`src/rtl/aes_pkg.sv`:
```
// Shared definitions for the AES-CBC decryption controller.
//   BLOCK_W         - AES block width in bits
//   DEFAULT_TIMEOUT - default core_done wait budget in cycles
//   ctrl_state_e    - controller FSM states
//   cnt_width()     - bits needed to count from 0 up to and including a limit
package aes_pkg;

  localparam int unsigned BLOCK_W         = 128;
  localparam int unsigned DEFAULT_TIMEOUT = 64;
  localparam int unsigned BLK_CNT_W       = 16;

  typedef enum logic [1:0] {
    StIdle,
    StStart,
    StWait,
    StOut
  } ctrl_state_e;

  // The watchdog must be able to hold the limit value itself, so size for limit + 1 codes.
  function automatic int unsigned cnt_width(input int unsigned limit);
    int unsigned w;
    w = $clog2(limit + 1);
    return (w < 1) ? 1 : w;
  endfunction

endpackage

```
`src/rtl/aes_wdog_cnt.sv`:
```
// Wait-state watchdog counter for the AES-CBC decryption controller.
//   clk     - clock, rising edge
//   reset   - synchronous active-high reset, counter to 0
//   clear   - synchronous clear to 0 (held while the controller is not waiting)
//   enable  - count one cycle of waiting
//   limit   - terminal count
//   expired - counter has reached limit (combinational from the count)
// The count saturates at limit so a late clear can never wrap it back below.
module aes_wdog_cnt #(
  parameter int unsigned Width = 7
) (
  input  logic             clk,
  input  logic             reset,
  input  logic             clear,
  input  logic             enable,
  input  logic [Width-1:0] limit,
  output logic             expired
);

  logic [Width-1:0] cnt_q, cnt_d;

  assign expired = (cnt_q == limit);

  always_comb begin
    cnt_d = cnt_q;
    if (clear) begin
      cnt_d = '0;
    end else if (enable && !expired) begin
      cnt_d = cnt_q + Width'(1);
    end
  end

  always_ff @(posedge clk) begin
    if (reset) begin
      cnt_q <= '0;
    end else begin
      cnt_q <= cnt_d;
    end
  end

endmodule

```
`src/rtl/aes_cbc_dec_ctrl.sv`:
```
// AES-CBC decryption controller.
// Accepts one ciphertext block at a time, hands it to an external AES decryption core,
// XORs the core's result with the chaining value (IV for the first block of a message,
// otherwise the previous ciphertext) and presents the plaintext block downstream.
//   clk, reset            - clock and synchronous active-high reset
//   in_valid/in_ready     - ciphertext handshake; in_data block, in_first marks message start
//   iv                    - initialisation vector, sampled with an accepted in_first block
//   core_start            - one-cycle start pulse to the core
//   core_ciphertext       - block being decrypted, held from start until the core answers
//   core_plaintext/done   - core result and its completion strobe (only honoured while waiting)
//   out_valid/out_ready   - plaintext handshake; out_data held stable while out_valid
//   blk_count             - plaintext blocks delivered in the current message (wraps)
//   timeout_err           - sticky; core failed to answer within TIMEOUT_CYCLES
// The core must be reset together with this block (core reset_n = ~reset): a reset in
// mid-operation discards the block here, so a stale core_done must not survive either.
module aes_cbc_dec_ctrl
  import aes_pkg::*;
#(
  parameter int unsigned TIMEOUT_CYCLES = DEFAULT_TIMEOUT
) (
  input  logic                 clk,
  input  logic                 reset,
  input  logic                 in_valid,
  output logic                 in_ready,
  input  logic [BLOCK_W-1:0]   in_data,
  input  logic                 in_first,
  input  logic [BLOCK_W-1:0]   iv,
  output logic                 core_start,
  output logic [BLOCK_W-1:0]   core_ciphertext,
  input  logic [BLOCK_W-1:0]   core_plaintext,
  input  logic                 core_done,
  output logic                 out_valid,
  input  logic                 out_ready,
  output logic [BLOCK_W-1:0]   out_data,
  output logic [BLK_CNT_W-1:0] blk_count,
  output logic                 timeout_err
);

  localparam int unsigned CntW = cnt_width(TIMEOUT_CYCLES);

  ctrl_state_e state_q, state_d;

  logic [BLOCK_W-1:0]   cur_ct_q, cur_ct_d;
  logic [BLOCK_W-1:0]   chain_q, chain_d;
  logic [BLOCK_W-1:0]   prev_ct_q, prev_ct_d;
  logic [BLOCK_W-1:0]   out_data_q, out_data_d;
  logic [BLK_CNT_W-1:0] blk_count_q, blk_count_d;
  logic                 timeout_err_q, timeout_err_d;

  logic wdog_expired;
  logic in_wait;

  assign in_wait = (state_q == StWait);

  // Counter sits at 0 outside WAIT, so it starts from 0 on every entry.
  aes_wdog_cnt #(
    .Width (CntW)
  ) u_wdog (
    .clk     (clk),
    .reset   (reset),
    .clear   (!in_wait),
    .enable  (in_wait),
    .limit   (CntW'(TIMEOUT_CYCLES)),
    .expired (wdog_expired)
  );

  always_comb begin
    state_d       = state_q;
    cur_ct_d      = cur_ct_q;
    chain_d       = chain_q;
    prev_ct_d     = prev_ct_q;
    out_data_d    = out_data_q;
    blk_count_d   = blk_count_q;
    timeout_err_d = timeout_err_q;

    unique case (state_q)
      StIdle: begin
        if (in_valid) begin
          cur_ct_d = in_data;
          chain_d  = in_first ? iv : prev_ct_q;
          if (in_first) begin
            blk_count_d = '0;
          end
          state_d = StStart;
        end
      end

      StStart: begin
        state_d = StWait;
      end

      StWait: begin
        // core_done wins over expiry: an answer on the last allowed cycle is a success.
        if (core_done) begin
          out_data_d = core_plaintext ^ chain_q;
          prev_ct_d  = cur_ct_q;
          state_d    = StOut;
        end else if (wdog_expired) begin
          // Abandon the block; prev_ct keeps chaining from the last good block.
          timeout_err_d = 1'b1;
          state_d       = StIdle;
        end
      end

      StOut: begin
        if (out_ready) begin
          blk_count_d = blk_count_q + BLK_CNT_W'(1);
          state_d     = StIdle;
        end
      end

      default: begin
        state_d = StIdle;
      end
    endcase
  end

  always_ff @(posedge clk) begin
    if (reset) begin
      state_q       <= StIdle;
      cur_ct_q      <= '0;
      chain_q       <= '0;
      prev_ct_q     <= '0;
      out_data_q    <= '0;
      blk_count_q   <= '0;
      timeout_err_q <= 1'b0;
    end else begin
      state_q       <= state_d;
      cur_ct_q      <= cur_ct_d;
      chain_q       <= chain_d;
      prev_ct_q     <= prev_ct_d;
      out_data_q    <= out_data_d;
      blk_count_q   <= blk_count_d;
      timeout_err_q <= timeout_err_d;
    end
  end

  assign in_ready        = (state_q == StIdle);
  assign core_start      = (state_q == StStart);
  assign out_valid       = (state_q == StOut);
  assign core_ciphertext = cur_ct_q;
  assign out_data        = out_data_q;
  assign blk_count       = blk_count_q;
  assign timeout_err     = timeout_err_q;

endmodule

```
`config.mk`:
```
export PLATFORM = sky130hd
export DESIGN_NAME = aes_cbc_dec_ctrl
export DESIGN_NICKNAME = d
export VERILOG_FILES = /design/src/rtl/aes_pkg.sv /design/src/rtl/aes_wdog_cnt.sv /design/src/rtl/aes_cbc_dec_ctrl.sv
export SDC_FILE = /design/constraint.sdc
export NUM_CORES = 1
export LEC_CHECK = 0
export CAP_MARGIN = 5
export CELL_PAD_IN_SITES_DETAIL_PLACEMENT = 1
export CELL_PAD_IN_SITES_GLOBAL_PLACEMENT = 2
export CORE_UTILIZATION = 29
export CTS_CLUSTER_DIAMETER = 40
export DETAILED_ROUTE_END_ITERATION = 16
export GPL_TIMING_DRIVEN = 0
export PLACE_DENSITY_LB_ADDON = 0.15
export SYNTH_ARGS = -nofsm -noshare
export SYNTH_HDL_FRONTEND = slang
export SYNTH_SLANG_ARGS = --single-unit
export TNS_END_PERCENT = 5
```
`constraint.sdc`:
```
create_clock -name clk -period 3 [get_ports clk]
set_input_delay 0.3 -clock clk [delete_from_list [all_inputs] [get_ports clk]]
set_output_delay 0.3 -clock clk [all_outputs]
set_load 0.01 [all_outputs]
```
==> reports/qor.txt, run 1 <==
Area grow syn2layout -> 55.0%
Most frequent cells in the layout -> 663 x clkdlybuf4s50_1, 538 x dfxtp_1, 521 x nand2_1, 277 x nor2_1, 266 x a21oi_1
Core box area -> 70600 sq um
Residual DRC -> 0
H-tree depth -> 3
Required time at the worst-slack endpoint -> 3.47 ns
Layout cells sized above 1 -> 0.0807
Syn. warnings -> 0
PortBufs -> 663
Hold Crit Class -> in2reg
Wirelength per Cell -> 21.6 microns
Bufs on Longest Clock Path -> 3
Post CTS Setup Buffer Count -> 0
Synth area leaders -> dfxtp_1 52%, nand2_1 9.4%, a211oi_1 9.2%
Slew Limit Fails -> 0
Layout Nets -> 3543
Die H -> 270 microns
Crit path to -> chain_q[101]
F_max -> 383 MHz
Final WL -> 90400 microns
Placed Instance Area -> 28700 sq um
# resized after CTS -> 0
Std-Cell Rows -> 97
Leakage -> 11.5 nW
Netlist cell types -> 40
Pwr Density -> 704 nW/um^2
Final antenna-violating net count -> 0
FF-to-FF path depth -> 5
CTS tree -> yes
Starting density of the core -> 0.295
Startpoint class of the critical path -> flop
Worst-path clk slew -> 0.06 ns
Drt via density -> 4.75
Tot GR Track Use -> 0.241
Skew final -> 0.0242 ns
Total CTS buffers -> 103
DR vias -> 19900
Register area -> 10800 sq um
Final setup fails -> 0
Filler cells -> 8111
Cell area after layout -> 32300 sq um
Dpl hpwl -> 70300 microns
Worst-path maximum fanout -> 10
Worst vdd ir -> 0.000398 V
Clock Sinks -> 538
Final hold slack -> 0.208 ns
Most common cell after layout, fill and taps aside -> clkdlybuf4s50_1
R2R setup slack -> 0.39 ns
Reg-to-Reg End -> chain_q[101]
CTS root buffer -> clkbuf_16
Hold buffers post-CTS -> 0
Largest net degree at the start of global routing -> 14
Die area -> 73000 sq um
Tightest Pin Transition -> 1.32 ns
First-pass DRT Iterations -> 5
Grt ovf -> 0
Initial antenna violation count -> 28
Status -> complete, no violations
Worst skew pair latency -> 0.64 ns
Fin. Hold Viols -> 0
Synth area leader -> dfxtp_1
Final min period -> 2.61 ns
Post-synth top area share -> 0.516
WP data arrival -> 3.09 ns
Area occupied by multi-input gates -> 9210 sq um
Seq/Total Area, Yosys -> 0.516
Yosys reg bits -> 538
Placer Congestion -> 0.850
Kind of critical path -> reg2reg
Die width -> 270 microns
Vias in the first global route -> 21000
Final period util -> 0.871
RSZ-0062 raised after global routing -> no
Reg2reg start -> state_q[1]
First-iteration detailed-routing DRC count -> 650
IO Count -> 666
Synthesized Nets -> 2774
Cells after Synth -> 2381
CP endpoint kind -> flop
First-pass GRT wire length -> 133000 microns
Worst slew margin -> 0.122
Syn Area/Cell -> 8.76 sq um
Netlist Area Pre-Place -> 20900 sq um
Setup crit start -> state_q[1]
Max Cap Viol -> 0
state kept, by name, indices dropped and copies added (netlist names):
register / cells
out_data: 128
state_q: 2
chain_q: 128
prev_ct_q: 128
core_ciphertext: 128
u_wdog.cnt_q: 7
blk_count: 16
timeout_err: 1
layout make-up:
cell class / count / area share
clock buffer: 132 / 0.0881
sequential: 538 / 0.333
multi-input combinational: 1647 / 0.285
buffer: 190 / 0.0263
inverter: 6 / 0.000696
antenna: 15 / 0.00116
timing repair buffer: 664 / 0.206
tap: 940 / 0.0364
clock inverter: 58 / 0.0238
cells by family (layout without fill, tap and decap cells):
group	count (synthesis)	count (layout)	synth area share
fa+ha+maj	3	3	0.00180
flops	538	538	0.516
compound gates	541	541	0.162
simple gates	833	833	0.156
other cells	0	15	0
buf+inv	196	1050	0.0419
mux	129	129	0.0619
xor+xnor	141	141	0.0592
cell usage after synthesis:
cell type and number:
nand4_1 4, a21oi_1 266, or4_1 1, nand2_1 521, nor4b_1 1, buf_6 1, xnor2_1 133, clkbuf_1 110
o21ai_0 6, and2_1 3, nand3_4 1, nor3b_2 1, mux2i_1 129, a211o_1 1, and4_1 1, inv_1 6
a2111o_1 1, or3_1 5, nand4bb_2 1, nand2b_1 2, nor2_1 277, or3b_1 2, nand3b_1 1, nand3_1 5
o211ai_1 4, and2b_1 1, a22oi_1 1, a211oi_1 257, ha_1 3, buf_2 66, a2111oi_0 3, and3_1 3
nor2b_1 1, nand4_2 1, buf_4 13, o2111ai_1 1, o21ai_1 1, dfxtp_1 538, xor2_1 8, and4bb_2 1
routing by layer:
| layer | part of all wire | global-route usage |
|---|---|---|
| met5 | 0.0017 | 0 |
| met3 | 0.055 | 0.0598 |
| met4 | 0.033 | 0.0922 |
| met1 | 0.41 | 0.281 |
| met2 | 0.50 | 0.421 |
metrics by stage:
step                      cells  power [mW]  utilization  TNS [ns]  worst slack [ns]
after floorplan            2381        9.31            -         0              1.38
after global placement     3984        10.9        0.406         0            0.0415
after detailed placement   3985        10.9        0.406    -0.920           -0.0770
after CTS                  4175        23.0        0.457         0             0.308
after global routing       4188        23.6        0.458         0             0.194
final                      4190        22.8        0.458         0             0.386
how the worst min path moves through the flow:
stage	endpoint	depth (start not counted)	start
floorplan	prev_ct_q[0]	2	prev_ct_q[0]
global route	core_ciphertext[114]	3	in_data[114]
detailed placement	timeout_err	2	timeout_err
global placement	timeout_err	2	timeout_err
CTS	core_ciphertext[108]	3	in_data[108]
finish	core_ciphertext[108]	3	in_data[108]
power by group:
part           leakage (nW)  switching (mW)  internal (mW)  total (mW)
logic                  5.41            1.44           1.42        2.86
registers              4.39           0.338           7.59        7.93
clock network          1.75            4.04           7.94        12.0
total                  11.5            5.82           16.9        22.8
critical path, stage by stage (launching register included):
cell and delay [ns]:
dfxtp_1 0.31, buf_4 0.18, nor3b_2 0.52, clkbuf_1 0.71, clkbuf_1 0.55, a211oi_1 0.18
(Power assumes the default switching activity.)
==> inputs of run 2 (changes only) <==
- ABC_CLOCK_PERIOD_IN_PS: default -> 3000
==> results of run 2 <==
No change in the layout: final DEF, timing and power equal those of run 1.
==> inputs of run 3 (changes only) <==
- CORE_AREA: default -> 2 2 256 258
- CORE_UTILIZATION: 29 -> default
- DIE_AREA: default -> 0 0 258 260
- DONT_BUFFER_PORTS: default -> 1
==> run 3 against run 2 <==
Compared with the run above: hold slack lost 0.14 ns; sequential power grew 2.5%; wire length shrank 2.7%; sequential cell count is the same; core utilization grew 0.18 points.
==> reports/qor.txt, run 3 (same netlist as run 1, synthesis figures left out) <==
Reg2reg start -> state_q[1]
DR vias -> 19000 (-4.5%)
H-tree depth -> 3 (unchanged)
Required time at the worst-slack endpoint -> 3.48 ns (about the same)
Layout Nets -> 3261 (-8.0%)
Cell area after layout -> 29500 sq um (-8.9%)
RSZ-0062 raised after global routing -> no
P_int -> 16.5 mW (-2.9%)
Pwr Density -> 757 nW/um^2 (+7.6%)
# resized after CTS -> 0 (unchanged)
Reg-to-Reg End -> chain_q[102]
Layout cells sized above 1 -> 0.0894 (+0.00872)
CTS root buffer -> clkbuf_16
Std-Cell Rows -> 93 (-4.1%)
CTS tree -> yes
R2R setup slack -> 0.29 ns (-0.10 ns)
First-iteration detailed-routing DRC count -> 770 (+18%)
Placer Congestion -> 0.887 (+4.3%)
IO Count -> 666 (unchanged)
Logic gate share of total power -> 0.099 (-0.027)
Final TNS setup -> 0 ns (unchanged)
Tightest Pin Transition -> 1.38 ns (+0.0654 ns)
HP Start -> iv[17]
Slew Limit Fails -> 0 (unchanged)
F_max -> 369 MHz (-3.6%)
Tot GR Track Use -> 0.253 (+0.0128)
Setup crit start -> state_q[1]
Area grow syn2layout -> 41.3%
Most common cell after layout, fill and taps aside -> dfxtp_1
Wirelength per Cell -> 23.0 microns (+6.5%)
Skew final -> 0.0211 ns (-0.00309 ns)
Dpl hpwl -> 65100 microns (-7.4%)
PortBufs -> 0 (-100%)
Final setup fails -> 0 (unchanged)
Worst-path clk slew -> 0.05 ns (about the same)
Clock Sinks -> 538 (unchanged)
Kind of critical path -> reg2reg
Fin. Hold Viols -> 0 (unchanged)
Status -> complete, no violations
Flop pwr share -> 0.364 (+0.016)
Die area -> 67100 sq um (-8.1%)
Residual DRC -> 0 (unchanged)
Power share of the clock group -> 0.537 (+0.011)
Hold Crit Class -> in2reg
Initial antenna violation count -> 22 (-21%)
Total net switching power -> 5.87 mW (+0.75%)
Final WL -> 88000 microns (-2.7%)
Core Util, Final -> 0.460 (+0.00179)
Switching Fraction -> 0.263 (+0.00705)
Hold EP -> chain_q[17]
Inst Count DP -> 3237 (-19%)
Worst-path maximum fanout -> 10 (unchanged)
Starting density of the core -> 0.325 (+0.0300)
Die H -> 260 microns (-3.8%)
Placed Instance Area -> 21900 sq um (-24%)
FF-to-FF path depth -> 5 (unchanged)
Startpoint class of the critical path -> flop
Final min period -> 2.71 ns (+0.0979 ns)
Total CTS buffers -> 98 (-4.9%)
Worst vdd ir -> 0.000455 V (+14%)
Worst slew margin -> 0.0780 (-0.0436)
Die width -> 258 microns (-4.5%)
Max Cap Viol -> 0 (unchanged)
Leakage -> 10.7 nW (-7.6%)
Worst skew pair latency -> 0.64 ns (about the same)
CP endpoint kind -> flop
Most frequent cells in the layout -> 538 x dfxtp_1, 521 x nand2_1, 386 x dlygate4sd3_1, 277 x nor2_1, 266 x a21oi_1
Largest net degree at the start of global routing -> 15 (+1)
Bufs on Longest Clock Path -> 3 (unchanged)
Grt ovf -> 0 (unchanged)
Drt via density -> 4.96 (+4.5%)
Hold path depth -> 2 (-1)
Final antenna-violating net count -> 0 (unchanged)
First-pass GRT wire length -> 129000 microns (-2.8%)
Core box area -> 64100 sq um (-9.2%)
Vias in the first global route -> 20400 (-2.6%)
Final period util -> 0.904 (+0.0326)
Total power -> 22.3 mW (-2.0%)
Non-filler cells, final -> 3828 (-8.6%)
First-pass DRT Iterations -> 5 (unchanged)
WP data arrival -> 3.19 ns (+0.10 ns)
==> run 3: worst max-delay path by stage <==
stage	to	slack [ns]	cells past startpoint
after floorplan	blk_count[15]	1.38	4
after global placement	chain_q[106]	0.29	5
after detailed placement	chain_q[102]	0.27	5
after CTS	chain_q[102]	0.28	5
after global routing	chain_q[48]	0.16	5
final	chain_q[102]	0.29	5
==> run 3: power by group through the flow <==
stage,Clock [mW],Sequential [mW],Combinational [mW]
after floorplan,0,8.06,1.25
after global placement,0,8.27,1.66
after detailed placement,0,8.28,1.72
after CTS,12.2,8.14,2.20
after global routing,12.5,8.17,2.43
final,12.0,8.13,2.21
==> run 3: final cells by class <==
| class | count | area (sq um) |
|---|---|---|
| inverter | 6 | 22.5 |
| buffer | 190 | 852 |
| sequential | 538 | 10800 |
| clock inverter | 68 | 970 |
| tap | 855 | 1070 |
| multi-input combinational | 1647 | 9210 |
| antenna | 20 | 50.0 |
| clock buffer | 117 | 2640 |
| timing repair buffer | 387 | 3880 |
| fill | 7266 | 34600 |
==> run 3: routing by layer <==
| layer | GRT usage | routed length (microns) |
|---|---|---|
| met5 | 0 | 41 |
| met4 | 0.117 | 3530 |
| met3 | 0.0625 | 5120 |
| met2 | 0.437 | 43500 |
| met1 | 0.296 | 35800 |
==> run 3: worst max-delay path, stage by stage (launching register included) <==
cell and delay (ns):
dfxtp_1 0.31, buf_4 0.18, nor3b_2 0.62, clkbuf_1 0.69, clkbuf_1 0.56, a211oi_1 0.20
==> run 3: stage by stage <==
step | hold WS [ns] | setup WS (ns)
5_1_grt | 0.0763 | 0.157
2_1_floorplan | 0.436 | 1.38
3_3_place_gp | 0.439 | 0.289
4_1_cts | 0.0114 | 0.277
6_report | 0.0702 | 0.288
3_5_place_dp | 0.444 | 0.272
==> run 3: what timing repair did <==
item                      4_1_cts  5_1_grt
buffers inserted                0        0
hold buffers                  386        0
hold endpoints to repair      387        0
==> patch 1, RTL diff (settings of run 2) <==
The package constant `DEFAULT_TIMEOUT` goes from 64 to 128.
--- a/src/rtl/aes_pkg.sv
+++ b/src/rtl/aes_pkg.sv
@@ -7,5 +7,5 @@
 
   localparam int unsigned BLOCK_W         = 128;
-  localparam int unsigned DEFAULT_TIMEOUT = 64;
+  localparam int unsigned DEFAULT_TIMEOUT = 128;
   localparam int unsigned BLK_CNT_W       = 16;
 
Function: no difference found for any inputs over 4 cycles, from zero or initial values and one cycle with reset high; that may be too few to reach the edited logic, so the function may still have changed.
==> patch 1 against run 2 <==
Worst setup slack gained 0.028 ns. Area after synthesis hardly changed. Sequential cell count up 1. Largest power group unchanged. Maximum frequency increased by 1.1%. Via count grew 0.44%. Routed wire length is 2.6% higher. Worst hold slack gained 0.012 ns. Sequential power about the same. Sequential share of layout area shrank 0.076 points. Power increased by 1.7%. Final area rose by 0.41%. Critical endpoint is now prev_ct_q[37]$_SDFFE_PP0P_.
==> patch 1: results (changes against run 2) <==
yosysUniqueCellTypes: 37  # -7.5%
comb_power_mw: 2.85  # about the same
num-fill-cells: 8102  # -0.11%
cts_buffers: 105  # +1.9%
synth_common_cells: "539 x dfxtp_1, 522 x nand2_1, 275 x nor2_1, 267 x a21oi_1, 258 x a211oi_1"
gp_congestion: 0.887  # +4.3%
antenna_found_initial: 29  # +3.6%
multi_input_area_sq_um: 9230  # +0.22%
rr_worst_depth: 6  # +1
seq_cell_power_mw: 7.95  # about the same
drive_gt1_share_pct: 8.63  # +0.56 points
wirelength_um: 92800  # +2.6%
drt_iter0_markers: 674  # +3.7%
multi_input_cells: 1652  # +0.30%
cp.arrival_ns: 3.14  # +0.05 ns
via_count: 19982  # +0.44%
grt_use_total_pct: 24.8  # +0.74 points
syn_nets: 2779  # +0.18%
grt_pass1_vias: 21259  # +1.4%
leakagePower_nw: 11.6  # +0.38%
ff_latch_area_sq_um: 10800  # +0.19%
nNetsFinal: 3549  # +0.17%
seq_area_frac_synth_pct: 51.7  # +0.074 points
pg_clk_mw: 12.4  # +3%
clk_share_pct: 11.5  # +0.35 points
worst_slew_pin_slew_ns: 1.20  # -0.117 ns
hpwl_um: 72900  # +3.8%
ir_drop_mv: 0.389  # -2.3%
pre_cts_ws_ns: -0.315  # -0.238 ns
nClkBuffers: 129  # -2.3%
multi_input_area_share_pct: 28.4  # -0.056 points
drt_pass1_iterations: 4  # -1
place_area_sq_um: 28700  # about the same
synthTopCellsByArea: "dfxtp_1 52%, nand2_1 9.4%, a211oi_1 9.3%, a21oi_1 6.4%, mux2i_1 6.2%"
switchingPower_mw: 5.87  # +0.79%
status: "completed"
inv_count: 4  # -2
yosysWarnings: 0  # unchanged
-- patch 1: cell count changes after synthesis, sizes merged, moves of 2 or more --
cell / change
o211ai: -2
clkbuf: -16
buf: +17
xnor2: +2
nand3: +4
inv: -2
nor2: -2
-- patch 1: final timing paths --
check	from	slack (ns)	to
worst min-delay path	in_data[24]	0.22	core_ciphertext[24]$_SDFFE_PP0P_
worst max register to register	state_q[0]$_SDFFE_PP0P_	0.41	prev_ct_q[37]$_SDFFE_PP0P_
worst min register to register	prev_ct_q[15]$_SDFFE_PP0P_	0.45	prev_ct_q[15]$_SDFFE_PP0P_
worst max-delay path	state_q[0]$_SDFFE_PP0P_	0.41	prev_ct_q[37]$_SDFFE_PP0P_
-- patch 1: through the flow --
step,hold slack [ns],cells
2_1_floorplan,0.436,2386
3_3_place_gp,0.434,3989
3_5_place_dp,0.446,3989
4_1_cts,0.179,4186
5_1_grt,0.205,4202
6_report,0.220,4205
-- patch 1: layer usage --
metal | track usage, % | vias to the layer above | part of all wire (%)
li1 | - | 9722 | -
met1 | 29.8 | 9567 | 43
met2 | 42.4 | 500 | 49
met3 | 6.48 | 171 | 5.5
met4 | 8.77 | 22 | 3.2
met5 | 0 | - | 0.16
-- patch 1: kinds of logic (layout without fill, tap and decap cells) --
group,after synthesis,count (layout),share of synthesized area (%)
other,0,19,0
and+or+nand+nor,837,837,15.7
xor gates and xnor gates,143,143,6.00
AOI/OAI and AO/OA,540,540,16.2
muxes,129,129,6.19
DFF,539,539,51.7
buffers and inverters,195,1055,4.04
adders and majority gates,3,3,0.180
-- patch 1: worst max-delay path, delay by kind of cell (launching register included) --
family / cells / cell delay, ns
AO/OA/AOI/OAI: 1 / 0.17
AND/OR/NAND/NOR: 3 / 0.56
buffers and inverters: 2 / 1.41
flip-flops: 1 / 0.37
